### src/rtl/xor_rr_arbiter.sv
// rtl/xor_rr_arbiter.sv - two-requester round-robin front end for a shared XOR unit
module xor_rr_arbiter #(
    parameter int LATENCY = 1
) (
    input  logic clk,
    input  logic rst,
    input  logic req0_valid,
    input  logic req1_valid,
    input  logic req0_a,
    input  logic req0_b,
    input  logic req1_a,
    input  logic req1_b,
    output logic req0_ready,
    output logic req1_ready,
    output logic xor_a,
    output logic xor_b,
    input  logic xor_y,
    output logic rsp_valid,
    output logic rsp_id,
    output logic rsp_y,
    input  logic rsp_ready
);

    typedef enum logic [1:0] {
        IDLE = 2'd0,
        WAIT = 2'd1,
        RESP = 2'd2
    } state_t;

    localparam logic [1:0] LAT_CNT = 2'(LATENCY);

    state_t     state;
    logic [1:0] wait_cnt;
    logic       last_grant;
    logic       grant_id;
    logic       accept;
    logic       acc_a;
    logic       acc_b;

    // On a tie the requester not served last wins; last_grant resets to 1 so req0 wins first.
    always_comb begin
        grant_id = 1'b0;
        if (req0_valid && req1_valid) begin
            grant_id = ~last_grant;
        end else if (req1_valid) begin
            grant_id = 1'b1;
        end
    end

    // Gated by rst so no ready leaks out while the block is held in reset.
    assign req0_ready = rst && (state == IDLE) && req0_valid && !grant_id;
    assign req1_ready = rst && (state == IDLE) && req1_valid && grant_id;
    assign accept     = req0_ready || req1_ready;
    assign acc_a      = grant_id ? req1_a : req0_a;
    assign acc_b      = grant_id ? req1_b : req0_b;

    always_ff @(posedge clk or negedge rst) begin
        if (!rst) begin
            state      <= IDLE;
            wait_cnt   <= 2'd0;
            last_grant <= 1'b1;
            xor_a      <= 1'b0;
            xor_b      <= 1'b0;
            rsp_valid  <= 1'b0;
            rsp_id     <= 1'b0;
            rsp_y      <= 1'b0;
        end else begin
            case (state)
                IDLE: begin
                    if (accept) begin
                        xor_a    <= acc_a;
                        xor_b    <= acc_b;
                        rsp_id   <= grant_id;
                        wait_cnt <= LAT_CNT;
                        state    <= WAIT;
                    end
                end
                WAIT: begin
                    if (wait_cnt == 2'd0) begin
                        rsp_y     <= xor_y;
                        rsp_valid <= 1'b1;
                        state     <= RESP;
                    end else begin
                        wait_cnt <= wait_cnt - 2'd1;
                    end
                end
                RESP: begin
                    if (rsp_ready) begin
                        rsp_valid  <= 1'b0;
                        last_grant <= rsp_id;
                        state      <= IDLE;
                    end
                end
                default: begin
                    state <= IDLE;
                end
            endcase
        end
    end

endmodule

### config.mk
export PLATFORM = sky130hd
export DESIGN_NAME = xor_rr_arbiter
export DESIGN_NICKNAME = d
export VERILOG_FILES = /design/src/rtl/xor_rr_arbiter.sv
export SDC_FILE = /design/constraint.sdc
export NUM_CORES = 1
export LEC_CHECK = 0
export ABC_AREA = 1
export CAP_MARGIN = 20
export CORE_AREA = 2 2 39 41
export CTS_CLUSTER_DIAMETER = 30
export DETAILED_ROUTE_END_ITERATION = 6
export DIE_AREA = 0 0 41 43
export GPL_ROUTABILITY_DRIVEN = 0
export HOLD_SLACK_MARGIN = 0.03
export PLACE_DENSITY = 0.78
export SYNTH_ARGS = -nofsm -noshare
export SYNTH_HDL_FRONTEND = slang
export SYNTH_SLANG_ARGS = --single-unit
### constraint.sdc
create_clock -name clk -period 1.5 [get_ports clk]
set_input_delay 0.3 -clock clk [delete_from_list [all_inputs] [get_ports clk]]
set_output_delay 0.3 -clock clk [all_outputs]
set_load 0.1 [all_outputs]
## Word level (Yosys, flattened, before mapping)

Cells that the tools add are included.

- Bits in registers: 10
- Bits in latches: 0
- RAM bits: 0
- ROM bits: 0
- Bits of input ports: 10
- Output and inout port bits: 7
- Logic and storage cells: 47
- Memories: 0

- $add $sub $neg: 1
- $mul: 0
- Divide/modulo/power cells: 0
- Order comparisons: 0
- Equality and inequality tests: 6
- Shifts and indexed selects: 0
- Multiplexer cells: 13
- Bitwise logic cells: 1
- Reductions and logical operators: 18

Operator list:

| kind | number |
|---|---|
| AND reduction 3 bit | 3 |
| two-way mux 2 bit | 4 |
| inequality test 2 bit (second input constant) | 4 |
| logical AND 1 bit | 6 |
| two-way mux 1 bit | 6 |
| case mux 2 bit (3 select lines) | 1 |
| AND reduction 2 bit | 3 |
| logical NOT 2 bit | 2 |
| case mux 2 bit (2 select lines) | 1 |
| nonzero test 2 bit | 2 |
| equality test 2 x 1 -> 1 bit (second input constant) | 1 |
| equality test 2 bit (second input constant) | 1 |
| case mux 1 bit (2 select lines) | 1 |
| subtractor 2 x 1 -> 2 bit (second input constant) | 1 |
| logical NOT 1 bit | 1 |
| logical OR 1 bit | 1 |
| NOT 1 bit | 1 |

## Logic depth before layout (Yosys ltp)

Gate-level depths: netlist (run 1).

- Depth after elaboration: 7
- Mapped depth: 7

## Worst setup path before layout (run 1)

OpenSTA, ideal clock, no wires.

- Path kind: register -> output
- From: register state[1]
- To: output port req0_ready
- Arrival time: 1.973 ns
- Data required time: 1.200 ns
- Slack: -0.773 ns
- Stages on the path, launching flop included: 4
- Buffers on the path: 0
- Cells stage by stage: dfrtp_1 nor2_1 nand3_4 nor2_1

- Word-level cells in the longest chain between the ends: 4

RTL lines:

| element | line | text |
|---|---|---|
| start, declared | 32 | `state_t state;` |
| start signal, assigned | 59 | `state <= IDLE;` |
| start signal, assigned | 75 | `state <= WAIT;` |
| start signal, assigned | 82 | `state <= RESP;` |
| logical NOT 2 bit | 51 | `assign req0_ready = rst && (state == IDLE) && req0_valid && !grant_id;` |
| logical AND 1 bit (3 in series) | 51 |  |
| end, declared | 13 | `output logic req0_ready,` |

No other way between the ends.

## Worst setup path after layout (run 1)

- From: register state[1]
- To: output port req1_ready

- Word-level cells in the longest chain between the ends: 4

RTL lines:

| element | line | text |
|---|---|---|
| logical NOT 2 bit | 52 | `assign req1_ready = rst && (state == IDLE) && req1_valid && grant_id;` |
| logical AND 1 bit (3 in series) | 52 |  |
| end, declared | 14 | `output logic req1_ready,` |

No other way between the ends.

==> results of run 1 <==
## state kept, by name (all words and copies together), names as in the netlist
| name | count |
|---|---|
| wait_cnt | 2 |
| last_grant | 1 |
| state | 2 |
| xor_a | 1 |
| rsp_y | 1 |
| rsp_id | 1 |
| xor_b | 1 |
| rsp_valid | 1 |
## kinds of logic after synthesis
logic type / share of synthesized area [%]
AOI/OAI and AO/OA: 9.20
and+or+nand+nor: 33.3
DFF: 47.4
adders and majority gates: 2.36
buffers and inverters: 7.78
## layout make-up
type                            instances  area (µm²)  area share (%)
Sequential cell                        10         253            27.4
Timing Repair Buffer                   28         320            34.8
Multi-Input combinational cell         41         256            27.9
Tap cell                               16        20.0            2.17
Inverter                               11        45.0            4.89
Clock buffer                            4        26.3            2.85
## worst paths after layout
kind / startpoint / end / slack [ps]
worst max-delay path: state[1] / req1_ready / -80
worst min-delay path: rst / xor_a / 160
worst max register to register: last_grant / xor_b / 100
worst min register to register: state[0] / state[1] / 500
max in group asynchronous: rst / last_grant / 1100
min in group clk: state[0] / state[1] / 500
## cells in the mapped netlist
| library cell | instances |
|---|---|
| sky130_fd_sc_hd__a21oi_4 | 1 |
| sky130_fd_sc_hd__dfrtp_1 | 9 |
| sky130_fd_sc_hd__dfstp_2 | 1 |
| sky130_fd_sc_hd__ha_1 | 1 |
| sky130_fd_sc_hd__inv_1 | 9 |
| sky130_fd_sc_hd__inv_2 | 2 |
| sky130_fd_sc_hd__nand2_1 | 19 |
| sky130_fd_sc_hd__nand2_2 | 2 |
| sky130_fd_sc_hd__nand2_4 | 1 |
| sky130_fd_sc_hd__nand3_1 | 2 |
| sky130_fd_sc_hd__nand3_2 | 1 |
| sky130_fd_sc_hd__nand3_4 | 1 |
| sky130_fd_sc_hd__nand4_1 | 2 |
| sky130_fd_sc_hd__nor2_1 | 2 |
| sky130_fd_sc_hd__nor2_2 | 1 |
| sky130_fd_sc_hd__nor2_4 | 1 |
| sky130_fd_sc_hd__o21ai_0 | 3 |
| sky130_fd_sc_hd__o21ai_1 | 2 |
| sky130_fd_sc_hd__o31ai_1 | 1 |
| sky130_fd_sc_hd__or2_0 | 1 |
## where the power goes
| group | switching, mW | internal, mW | total, mW |
|---|---|---|---|
| registers | 0.122 | 0.407 | 0.529 |
| clock network | 0.0915 | 0.103 | 0.194 |
| logic | 0.878 | 0.529 | 1.41 |
## worst max-delay path, stage by stage (launching register included)
cell and delay (ps):
sky130_fd_sc_hd__dfrtp_2 430, sky130_fd_sc_hd__inv_2 70, sky130_fd_sc_hd__nand2_2 60, sky130_fd_sc_hd__nor2_4 120, sky130_fd_sc_hd__nand2_4 70, sky130_fd_sc_hd__clkinvlp_4 90, sky130_fd_sc_hd__buf_12 160
## routing by layer
metal,share of wire (%),routed length [µm],track usage (%),vias up
li1,-,-,-,259
met1,44,594,24.5,243
met2,52,695,29.7,10
met3,2.7,36,5.24,2
met4,1.0,14,8.00,0
met5,0,0,0,-
## through the flow
stage | hold WS, ps | util, %
2_1_floorplan | 4.41 | -
3_3_place_gp | 477 | 60.5
3_5_place_dp | 501 | 60.5
4_1_cts | 139 | 65.2
5_1_grt | 146 | 66.5
6_report | 156 | 66.5
## what timing repair did
item                       4_1_cts  5_1_grt
setup endpoints to repair        2        3
setup buffers                    4        2
resized for setup                8        1
pin swaps                        3        1
gates cloned                     0        0
==> out/metrics.json, run 1 <==
{
  "outcome": {
    "outcome": "finished, violations left",
    "violations": "negative setup slack"
  },
  "cells_and_area": {
    "final_cell_count_no_fill": 110,
    "antenna-diode-count": 0,
    "final_cell_mix": "sky130_fd_sc_hd__nand2_1, sky130_fd_sc_hd__buf_4, sky130_fd_sc_hd__dfrtp_1",
    "leading_cell_type_in_the_layout_fill_and_taps_excluded": "sky130_fd_sc_hd__nand2_1",
    "layout_cells_sized_above_1_pct": 41.5,
    "syn2layout_area_growth_pct": 73.6,
    "final_design_area_no_fill_um2": 921,
    "fillCellCount": 106,
    "num-nets-final": 106
  },
  "sta": {
    "finalClockSkew_ps": 3.42,
    "post-route-min-period_ps": 1580,
    "timing_max_transition_violations_final": 0,
    "setup_tns_ps": -141,
    "setup_viol": 2,
    "fmax_mhz": 634,
    "max_slew_margin_pct": 84.2,
    "layout_worst_path_cycle_share_pct": 105,
    "rsz0062_at_grt": "yes",
    "tightest_slew_ps": 237,
    "setup_slack_ps": -77.4,
    "finalHoldViolCount": 0
  },
  "pwr": {
    "irDropWorstVdd_uv": 1180,
    "p_leak_nw": 0.458,
    "pwr_total_mw": 2.13,
    "powerDensity_mw_per_mm2": 2310
  },
  "clock_network": {
    "htreeDepth": 1,
    "cts_hold_repair.buffers": 0,
    "cts_inserted_buffers": 3,
    "clockRootBuffer": "sky130_fd_sc_hd__clkbuf_4",
    "cts_tree": "built",
    "clock_tree.buffer_depth": 2,
    "numClockSinks": 10,
    "clk-insertion-delay-late_ps": 260,
    "clock_pin_slew_of_the_registers_on_the_worst_case_setup_and_hold_paths_ps": 70
  },
  "grt": {
    "groute.usage.overall_pct": 19.4,
    "grt_pass1_wl_mm": 2.32,
    "antenna_violations_before_repair": 0,
    "grt.overflow.total": 0,
    "first_global_vias": 531,
    "grt_start_max_net_pins": 8
  },
  "worst_setup_path": {
    "cp_data_arrival_time_ps": 1280,
    "worst-path-max-fanout": 4,
    "critical_path.endpoint_type": "output port",
    "path_class": "reg2out",
    "worst_r2r_path_depth": 7,
    "timing.critical_path.from_type": "flip-flop",
    "worst_ep_required_time_ps": 1200
  },
  "detailed_routing": {
    "detail_route.vias_per_cell": 4.67,
    "drtPass1Iterations": 3,
    "detail_route.wl_per_cell_um": 12.2,
    "antenna_left": 0,
    "drt_iter0_drc": 4,
    "drt-total-wl_mm": 1.34,
    "route.vias.total": 514,
    "dr_drc_count": 0
  },
  "placement": {
    "port_buffers": 16,
    "place_ws_ps": -195,
    "post-dp-hpwl_mm": 1.01,
    "place_area_um2": 837,
    "dp.cells": 100
  },
  "job": {
    "cap_viol_max_count": 0
  },
  "floorplanning": {
    "pin_count": 17,
    "chipHeight_um": 43,
    "dieArea_mm2": 0.00176,
    "fp.coreArea_mm2": 0.00138,
    "floorplan.initialDensity_pct": 38.3,
    "die_width_um": 41,
    "floorplan.rows": 14
  },
  "synth": {
    "syn-cell-area_um2": 531,
    "ys.warnings.count": 0,
    "synthDominantCellAreaShare_pct": 42.5,
    "netlist_instances": 62,
    "syn_area_per_cell_um2": 8.56,
    "seq_area_frac_synth_pct": 47.4,
    "synth_seq_cells": 10,
    "syn_nets": 73,
    "synth_largest_area_cell": "sky130_fd_sc_hd__dfrtp_1",
    "ys_top_cells_by_area": "sky130_fd_sc_hd__dfrtp_1, sky130_fd_sc_hd__nand2_1, sky130_fd_sc_hd__inv_1, sky130_fd_sc_hd__dfstp_2, sky130_fd_sc_hd__nand3_4",
    "synth.distinct_cells": 20
  },
  "min_path": {
    "hold_class": "in2async"
  }
}
Note: power is estimated with default switching activity, not from simulation.
==> inputs of run 2 (changes only) <==
Settings changed: SKIP_CTS_REPAIR_TIMING from default to 1, SLEW_MARGIN from default to 20.
==> out/metrics.json, run 2 (synthesis results as in run 1) <==
{
  "worst_setup_path": {
    "path_class": {"value": "reg2out", "change": "unchanged"},
    "critical_path.endpoint_type": {"value": "output port", "change": "unchanged"},
    "worst_r2r_startpoint": {"value": "state[0]", "change": "was last_grant"},
    "worst_path_largest_cell_delay": {"value": 420, "unit": "ps", "change": "was 430 ps"},
    "logic_depth_of_the_worst_path_buffers_included": {"value": 6, "change": "unchanged"},
    "crit_path_cell_trace": {"value": "inv_2 > nand2_2 > nor2_4 > nand2_4 > clkinvlp_4 > buf_12", "change": "unchanged"},
    "crit_end": {"value": "req1_ready", "change": "unchanged"},
    "timing.critical_path.from_type": {"value": "flip-flop", "change": "unchanged"},
    "worst_ep_required_time": {"value": 1200, "unit": "ps", "change": "about the same"},
    "cp_num_buf_inv": {"value": 3, "change": "unchanged"},
    "worst-path-max-fanout": {"value": 3, "change": "was 4"},
    "worst_r2r_path_depth": {"value": 7, "change": "unchanged"},
    "cpLargestDelayFamily": {"value": "flip-flops", "change": "unchanged"},
    "cp_data_arrival_time": {"value": 1340, "unit": "ps", "change": "was 1280 ps"},
    "cp-startpoint": {"value": "state[0]", "change": "was state[1]"},
    "rr_endpoint": {"value": "rsp_id", "change": "was xor_b"},
    "reg2reg_slack": {"value": 270, "unit": "ps", "change": "was 100 ps"},
    "critical_path.slowest_cell": {"value": "sky130_fd_sc_hd__dfrtp_1", "change": "was sky130_fd_sc_hd__dfrtp_2"}
  },
  "sta": {
    "finalClockSkew": {"value": 4.15, "unit": "ps", "change": "was 3.42 ps"},
    "fmax": {"value": 611, "unit": "MHz", "change": "was 634 MHz"},
    "tightest_slew": {"value": 211, "unit": "ps", "change": "was 237 ps"},
    "timing_max_transition_violations_final": {"value": 0, "change": "unchanged"},
    "post-route-min-period": {"value": 1640, "unit": "ps", "change": "was 1580 ps"},
    "rsz0062_at_grt": {"value": "yes", "change": "unchanged"},
    "setup_viol": {"value": 2, "change": "unchanged"},
    "layout_worst_path_cycle_share": {"value": 109, "unit": "%", "change": "was 105%"},
    "hold-worst-slack": {"value": 38.6, "unit": "ps", "change": "was 156 ps"},
    "finalHoldViolCount": {"value": 0, "change": "unchanged"},
    "setup_slack": {"value": -138, "unit": "ps", "change": "was -77.4 ps"},
    "max_slew_margin": {"value": 85.8, "unit": "%", "change": "was 84.2%"}
  },
  "detailed_routing": {
    "routed-wl-met3": {"value": 35, "unit": "µm", "change": "was 36 µm"},
    "drtPass1Iterations": {"value": 3, "change": "unchanged"},
    "drt_iter0_drc": {"value": 4, "change": "unchanged"},
    "dr.max_layer_used": {"value": "met4", "change": "unchanged"},
    "antenna_left": {"value": 0, "change": "unchanged"},
    "detail_route.wl_per_cell": {"value": 11.6, "unit": "µm", "change": "was 12.2 µm"},
    "detail_route.vias_per_cell": {"value": 4.62, "change": "was 4.67"},
    "dr_drc_count": {"value": 0, "change": "unchanged"},
    "met1Wirelength": {"value": 575, "unit": "µm", "change": "was 594 µm"},
    "met2RoutedLength": {"value": 621, "unit": "µm", "change": "was 695 µm"},
    "drt-total-wl": {"value": 1.25, "unit": "mm", "change": "was 1.34 mm"},
    "route.vias.total": {"value": 494, "change": "was 514"}
  },
  "floorplanning": {
    "die_width": {"value": 41, "unit": "µm", "change": "unchanged"},
    "fp.coreArea": {"value": 0.00138, "unit": "mm²", "change": "unchanged"},
    "pin_count": {"value": 17, "change": "unchanged"},
    "dieArea": {"value": 0.00176, "unit": "mm²", "change": "unchanged"},
    "floorplan.rows": {"value": 14, "change": "unchanged"},
    "chipHeight": {"value": 43, "unit": "µm", "change": "unchanged"},
    "floorplan.initialDensity": {"value": 38.3, "unit": "%", "change": "unchanged"}
  },
  "pwr": {
    "powerDensity": {"value": 2320, "unit": "mW/mm²", "change": "was 2310 mW/mm²"},
    "p_leak": {"value": 0.457, "unit": "nW", "change": "was 0.458 nW"},
    "irDropWorstVdd": {"value": 1150, "unit": "µV", "change": "was 1180 µV"},
    "pwr_total": {"value": 2.10, "unit": "mW", "change": "was 2.13 mW"}
  },
  "clock_network": {
    "clockRootBuffer": {"value": "sky130_fd_sc_hd__clkbuf_4", "change": "unchanged"},
    "cts_inserted_buffers": {"value": 3, "change": "unchanged"},
    "htreeDepth": {"value": 1, "change": "unchanged"},
    "clock_tree.buffer_depth": {"value": 2, "change": "unchanged"},
    "clk-insertion-delay-late": {"value": 260, "unit": "ps", "change": "about the same"},
    "cts_tree": {"value": "built", "change": "unchanged"},
    "numClockSinks": {"value": 10, "change": "unchanged"},
    "clock_pin_slew_of_the_registers_on_the_worst_case_setup_and_hold_paths": {"value": 70, "unit": "ps", "change": "about the same"}
  },
  "cells_and_area": {
    "registers_with_the_highest_flip_flop_counts": {"value": "state: 2 flops, wait_cnt: 2 flops", "change": "unchanged"},
    "num-nets-final": {"value": 103, "change": "was 106"},
    "final_util": {"value": 65.5, "unit": "%", "change": "was 66.5%"},
    "leading_cell_type_in_the_layout_fill_and_taps_excluded": {"value": "sky130_fd_sc_hd__nand2_1", "change": "unchanged"},
    "syn2layout_area_growth": {"value": 70.8, "unit": "%", "change": "was 73.6%"},
    "multi_input_combinational_cell_area": {"value": 255, "unit": "µm²", "change": "was 256 µm²"},
    "final_cell_mix": {"value": "sky130_fd_sc_hd__nand2_1, sky130_fd_sc_hd__buf_4, sky130_fd_sc_hd__dfrtp_1", "change": "unchanged"},
    "seq_area": {"value": 253, "unit": "µm²", "change": "unchanged"},
    "final_cell_count_no_fill": {"value": 107, "change": "was 110"},
    "layout_cells_sized_above_1": {"value": 39.6, "unit": "%", "change": "was 41.5%"},
    "antenna-diode-count": {"value": 0, "change": "unchanged"},
    "fillCellCount": {"value": 109, "change": "was 106"}
  },
  "grt": {
    "grt_pass1_wl": {"value": 2.08, "unit": "mm", "change": "was 2.32 mm"},
    "antenna_violations_before_repair": {"value": 0, "change": "unchanged"},
    "grt_start_max_net_pins": {"value": 8, "change": "unchanged"},
    "groute.usage.overall": {"value": 17.5, "unit": "%", "change": "was 19.4%"},
    "grt.overflow.total": {"value": 0, "change": "unchanged"},
    "first_global_vias": {"value": 482, "change": "was 531"}
  },
  "outcome": {
    "violations": {"value": "negative setup slack", "change": "unchanged"},
    "outcome": {"value": "finished, violations left", "change": "unchanged"}
  },
  "placement": {
    "post-dp-hpwl": {"value": 1.01, "unit": "mm", "change": "unchanged"},
    "dp.cells": {"value": 100, "change": "unchanged"},
    "port_buffers": {"value": 16, "change": "unchanged"},
    "place_ws": {"value": -195, "unit": "ps", "change": "unchanged"}
  },
  "min_path": {
    "hold_class": {"value": "in2async", "change": "unchanged"}
  },
  "job": {
    "cap_viol_max_count": {"value": 0, "change": "unchanged"}
  }
}
run 2: cell types whose count changed in the layout (fill, tap and decap cells not counted), sizes merged:
cell,before,now
buf,19,16
clkdlybuf4s50,6,7
dlymetal6s2s,0,2
dlygate4sd2,3,0
run 2: power breakdown:
group / internal, mW / total, mW / leakage [nW] / switching, mW
logic: 0.510 / 1.37 / 0.324 / 0.865
registers: 0.407 / 0.534 / 0.118 / 0.127
clock network: 0.103 / 0.195 / 0.0150 / 0.0924
run 2: area by class of cell:
cell class / count / share of cell area (%)
clock buffers: 4 / 2.90
inverters: 11 / 4.97
multi-input cells: 41 / 28.2
flip-flops and latches: 10 / 27.9
well taps: 16 / 2.21
repair buffers: 25 / 33.8
run 2: worst register-to-register path: cells and delay by family (launching register included):
kind                   cells  cell delay [ps]
AOI/OAI and AO/OA          1               60
and+or+nand+nor            4              370
buffers and inverters      2              270
DFF                        1              420
run 2: metrics by stage:
stage | area (µm²) | TNS, ps
CTS | 863 | -403
global route | 906 | -359
global placement | 837 | -451
finish | 906 | -257
floorplan | 542 | -3.54
detailed placement | 837 | -613
run 2: worst min path at each step:
| stage | start | endpoint | slack [ps] |
|---|---|---|---|
| floorplan | rst | rsp_id | 4 |
| global placement | state[0] | state[1] | 480 |
| detailed placement | state[0] | state[1] | 500 |
| CTS | rst | xor_a | 410 |
| global route | rst | xor_a | 40 |
| finish | rst | xor_a | 40 |
run 2: metal layers:
layer | up-vias | track usage [%]
li1 | 252 | -
met1 | 230 | 23.2
met2 | 10 | 25.3
met3 | 2 | 5.24
met4 | 0 | 8.00
met5 | - | 0
==> inputs of run 3 (changes only) <==
==> constraint.sdc (replaced) <==
create_clock -name clk -period 1.5 [get_ports clk]
set_input_delay 0.15 -clock clk [delete_from_list [all_inputs] [get_ports clk]]
set_output_delay 0.15 -clock clk [all_outputs]
set_load 0.1 [all_outputs]
==> out/metrics.json, run 3 (synthesis results as in run 1) <==
{
  "outcome": {
    "outcome": {"value": "finished clean", "change": "was finished, violations left"}
  },
  "cells_and_area": {
    "syn2layout_area_growth": {"value": 67.5, "unit": "%", "change": "was 70.8%"},
    "seq_area": {"value": 253, "unit": "µm²", "change": "unchanged"},
    "leading_cell_type_in_the_layout_fill_and_taps_excluded": {"value": "sky130_fd_sc_hd__nand2_1", "change": "unchanged"},
    "final_design_area_no_fill": {"value": 888, "unit": "µm²", "change": "was 906 µm²"},
    "multi_input_combinational_cell_area": {"value": 255, "unit": "µm²", "change": "unchanged"},
    "final_cell_mix": {"value": "sky130_fd_sc_hd__nand2_1, sky130_fd_sc_hd__clkdlybuf4s50_1, sky130_fd_sc_hd__inv_1, sky130_fd_sc_hd__dfrtp_1", "change": "was sky130_fd_sc_hd__nand2_1, sky130_fd_sc_hd__buf_4, sky130_fd_sc_hd__dfrtp_1"},
    "num-nets-final": {"value": 101, "change": "was 103"},
    "fillCellCount": {"value": 116, "change": "was 109"},
    "final_util": {"value": 64.2, "unit": "%", "change": "was 65.5%"},
    "layout_cells_sized_above_1": {"value": 38.2, "unit": "%", "change": "was 39.6%"},
    "registers_with_the_highest_flip_flop_counts": {"value": "state: 2 flops, wait_cnt: 2 flops", "change": "unchanged"},
    "antenna-diode-count": {"value": 0, "change": "unchanged"},
    "final_cell_count_no_fill": {"value": 105, "change": "was 107"}
  },
  "floorplanning": {
    "pin_count": {"value": 17, "change": "unchanged"},
    "fp.coreArea": {"value": 0.00138, "unit": "mm²", "change": "unchanged"},
    "die_width": {"value": 41, "unit": "µm", "change": "unchanged"},
    "chipHeight": {"value": 43, "unit": "µm", "change": "unchanged"},
    "floorplan.rows": {"value": 14, "change": "unchanged"},
    "floorplan.initialDensity": {"value": 38.3, "unit": "%", "change": "unchanged"},
    "dieArea": {"value": 0.00176, "unit": "mm²", "change": "unchanged"}
  },
  "worst_setup_path": {
    "worst_r2r_startpoint": {"value": "state[1]", "change": "was state[0]"},
    "rr_endpoint": {"value": "xor_b", "change": "was rsp_id"},
    "worst_ep_required_time": {"value": 1350, "unit": "ps", "change": "was 1200 ps"},
    "worst-path-max-fanout": {"value": 4, "change": "was 3"},
    "path_class": {"value": "reg2out", "change": "unchanged"},
    "critical_path.endpoint_type": {"value": "output port", "change": "unchanged"},
    "worst_r2r_path_depth": {"value": 8, "change": "was 7"},
    "cp_data_arrival_time": {"value": 1290, "unit": "ps", "change": "was 1340 ps"},
    "timing.critical_path.from_type": {"value": "flip-flop", "change": "unchanged"},
    "reg2reg_slack": {"value": 280, "unit": "ps", "change": "was 270 ps"}
  },
  "grt": {
    "antenna_violations_before_repair": {"value": 0, "change": "unchanged"},
    "grt_pass1_wl": {"value": 2.22, "unit": "mm", "change": "was 2.08 mm"},
    "groute.usage.overall": {"value": 18.7, "unit": "%", "change": "was 17.5%"},
    "grt_start_max_net_pins": {"value": 10, "change": "was 8"},
    "grt.overflow.total": {"value": 0, "change": "unchanged"},
    "first_global_vias": {"value": 500, "change": "was 482"}
  },
  "sta": {
    "setup_viol": {"value": 0, "change": "was 2"},
    "post-route-min-period": {"value": 1440, "unit": "ps", "change": "was 1640 ps"},
    "tightest_slew": {"value": 247, "unit": "ps", "change": "was 211 ps"},
    "setup_slack": {"value": 59.8, "unit": "ps", "change": "was -138 ps"},
    "finalHoldViolCount": {"value": 0, "change": "unchanged"},
    "finalClockSkew": {"value": 2.37, "unit": "ps", "change": "was 4.15 ps"},
    "fmax": {"value": 694, "unit": "MHz", "change": "was 611 MHz"},
    "max_slew_margin": {"value": 83.4, "unit": "%", "change": "was 85.8%"},
    "layout_worst_path_cycle_share": {"value": 96.0, "unit": "%", "change": "was 109%"},
    "timing_max_transition_violations_final": {"value": 0, "change": "unchanged"}
  },
  "pwr": {
    "pwr_total": {"value": 2.16, "unit": "mW", "change": "was 2.10 mW"},
    "p_leak": {"value": 0.444, "unit": "nW", "change": "was 0.457 nW"},
    "powerDensity": {"value": 2430, "unit": "mW/mm²", "change": "was 2320 mW/mm²"},
    "irDropWorstVdd": {"value": 1140, "unit": "µV", "change": "was 1150 µV"}
  },
  "detailed_routing": {
    "antenna_left": {"value": 0, "change": "unchanged"},
    "dr_drc_count": {"value": 0, "change": "unchanged"},
    "detail_route.wl_per_cell": {"value": 12.7, "unit": "µm", "change": "was 11.6 µm"},
    "detail_route.vias_per_cell": {"value": 4.81, "change": "was 4.62"},
    "route.vias.total": {"value": 505, "change": "was 494"},
    "drtPass1Iterations": {"value": 4, "change": "was 3"},
    "drt-total-wl": {"value": 1.34, "unit": "mm", "change": "was 1.25 mm"},
    "drt_iter0_drc": {"value": 8, "change": "was 4"}
  },
  "clock_network": {
    "numClockSinks": {"value": 10, "change": "unchanged"},
    "cts_inserted_buffers": {"value": 3, "change": "unchanged"},
    "htreeDepth": {"value": 1, "change": "unchanged"},
    "clk-insertion-delay-late": {"value": 260, "unit": "ps", "change": "about the same"},
    "clock_tree.buffer_depth": {"value": 2, "change": "unchanged"},
    "cts_tree": {"value": "built", "change": "unchanged"},
    "clock_pin_slew_of_the_registers_on_the_worst_case_setup_and_hold_paths": {"value": 70, "unit": "ps", "change": "about the same"},
    "clockRootBuffer": {"value": "sky130_fd_sc_hd__clkbuf_4", "change": "unchanged"}
  },
  "placement": {
    "post-dp-hpwl": {"value": 1.05, "unit": "mm", "change": "was 1.01 mm"},
    "place_area": {"value": 818, "unit": "µm²", "change": "was 837 µm²"},
    "dp.cells": {"value": 98, "change": "was 100"},
    "port_buffers": {"value": 16, "change": "unchanged"},
    "place_ws": {"value": 34.2, "unit": "ps", "change": "was -195 ps"}
  },
  "job": {
    "cap_viol_max_count": {"value": 0, "change": "unchanged"}
  },
  "min_path": {
    "hold_class": {"value": "in2async", "change": "unchanged"}
  }
}
## run 3: cell types whose count changed in the layout (fill, tap and decap cells not counted)
cell / previous run / this run
sky130_fd_sc_hd__buf_4: 8 / 7
sky130_fd_sc_hd__buf_6: 1 / 0
sky130_fd_sc_hd__clkbuf_1: 1 / 0
sky130_fd_sc_hd__clkbuf_8: 0 / 1
sky130_fd_sc_hd__clkdlybuf4s50_1: 7 / 9
sky130_fd_sc_hd__clkinvlp_4: 1 / 0
sky130_fd_sc_hd__dlymetal6s2s_1: 2 / 0
sky130_fd_sc_hd__inv_1: 7 / 8
## run 3: metrics by stage
stage / setup TNS [ps] / hold WS [ps]
after floorplan: -0.793 / -146
after global placement: 0 / 334
after detailed placement: 0 / 338
after CTS: -51.8 / 56.3
after global routing: -9.65 / 55.6
final: 0 / 58.0
## run 3: how the worst max path moves through the flow
stage / start / end / slack (ps) / cells past startpoint
after floorplan: state[1] / req1_ready / -0.8 / 5
after detailed placement: req0_valid / xor_b / 30 / 7
after CTS: state[1] / req0_ready / -30 / 4
after global routing: state[0] / req1_ready / -6 / 6
after global placement: req0_valid / req1_ready / 80 / 5
final: state[1] / req1_ready / 60 / 6
## run 3: layout make-up
| cell class | count | area share [%] |
|---|---|---|
| clock buffer | 4 | 4.08 |
| inverter | 11 | 4.65 |
| multi-input combinational | 41 | 28.7 |
| sequential | 10 | 28.5 |
| tap | 16 | 2.25 |
| timing repair buffer | 23 | 31.8 |
## run 3: worst max-delay path: stages (launching register included)
cell	delay, ps
sky130_fd_sc_hd__dfrtp_2	430
sky130_fd_sc_hd__inv_2	70
sky130_fd_sc_hd__nand2_2	70
sky130_fd_sc_hd__nor2_4	150
sky130_fd_sc_hd__nand2_4	60
sky130_fd_sc_hd__inv_2	70
sky130_fd_sc_hd__buf_12	160
## run 3: metal layers
metal	vias to the layer above	track usage [%]	wire, µm
li1	246	-	-
met1	238	24.7	533
met2	19	28.7	713
met3	2	4.71	75
met4	0	6.00	15
met5	-	0	0
## run 3: where the power goes
part           total [mW]  internal, mW  switching (mW)
sequential          0.536         0.407           0.129
combinational        1.38         0.504           0.875
clock               0.243         0.147          0.0960
total                2.16          1.06            1.10
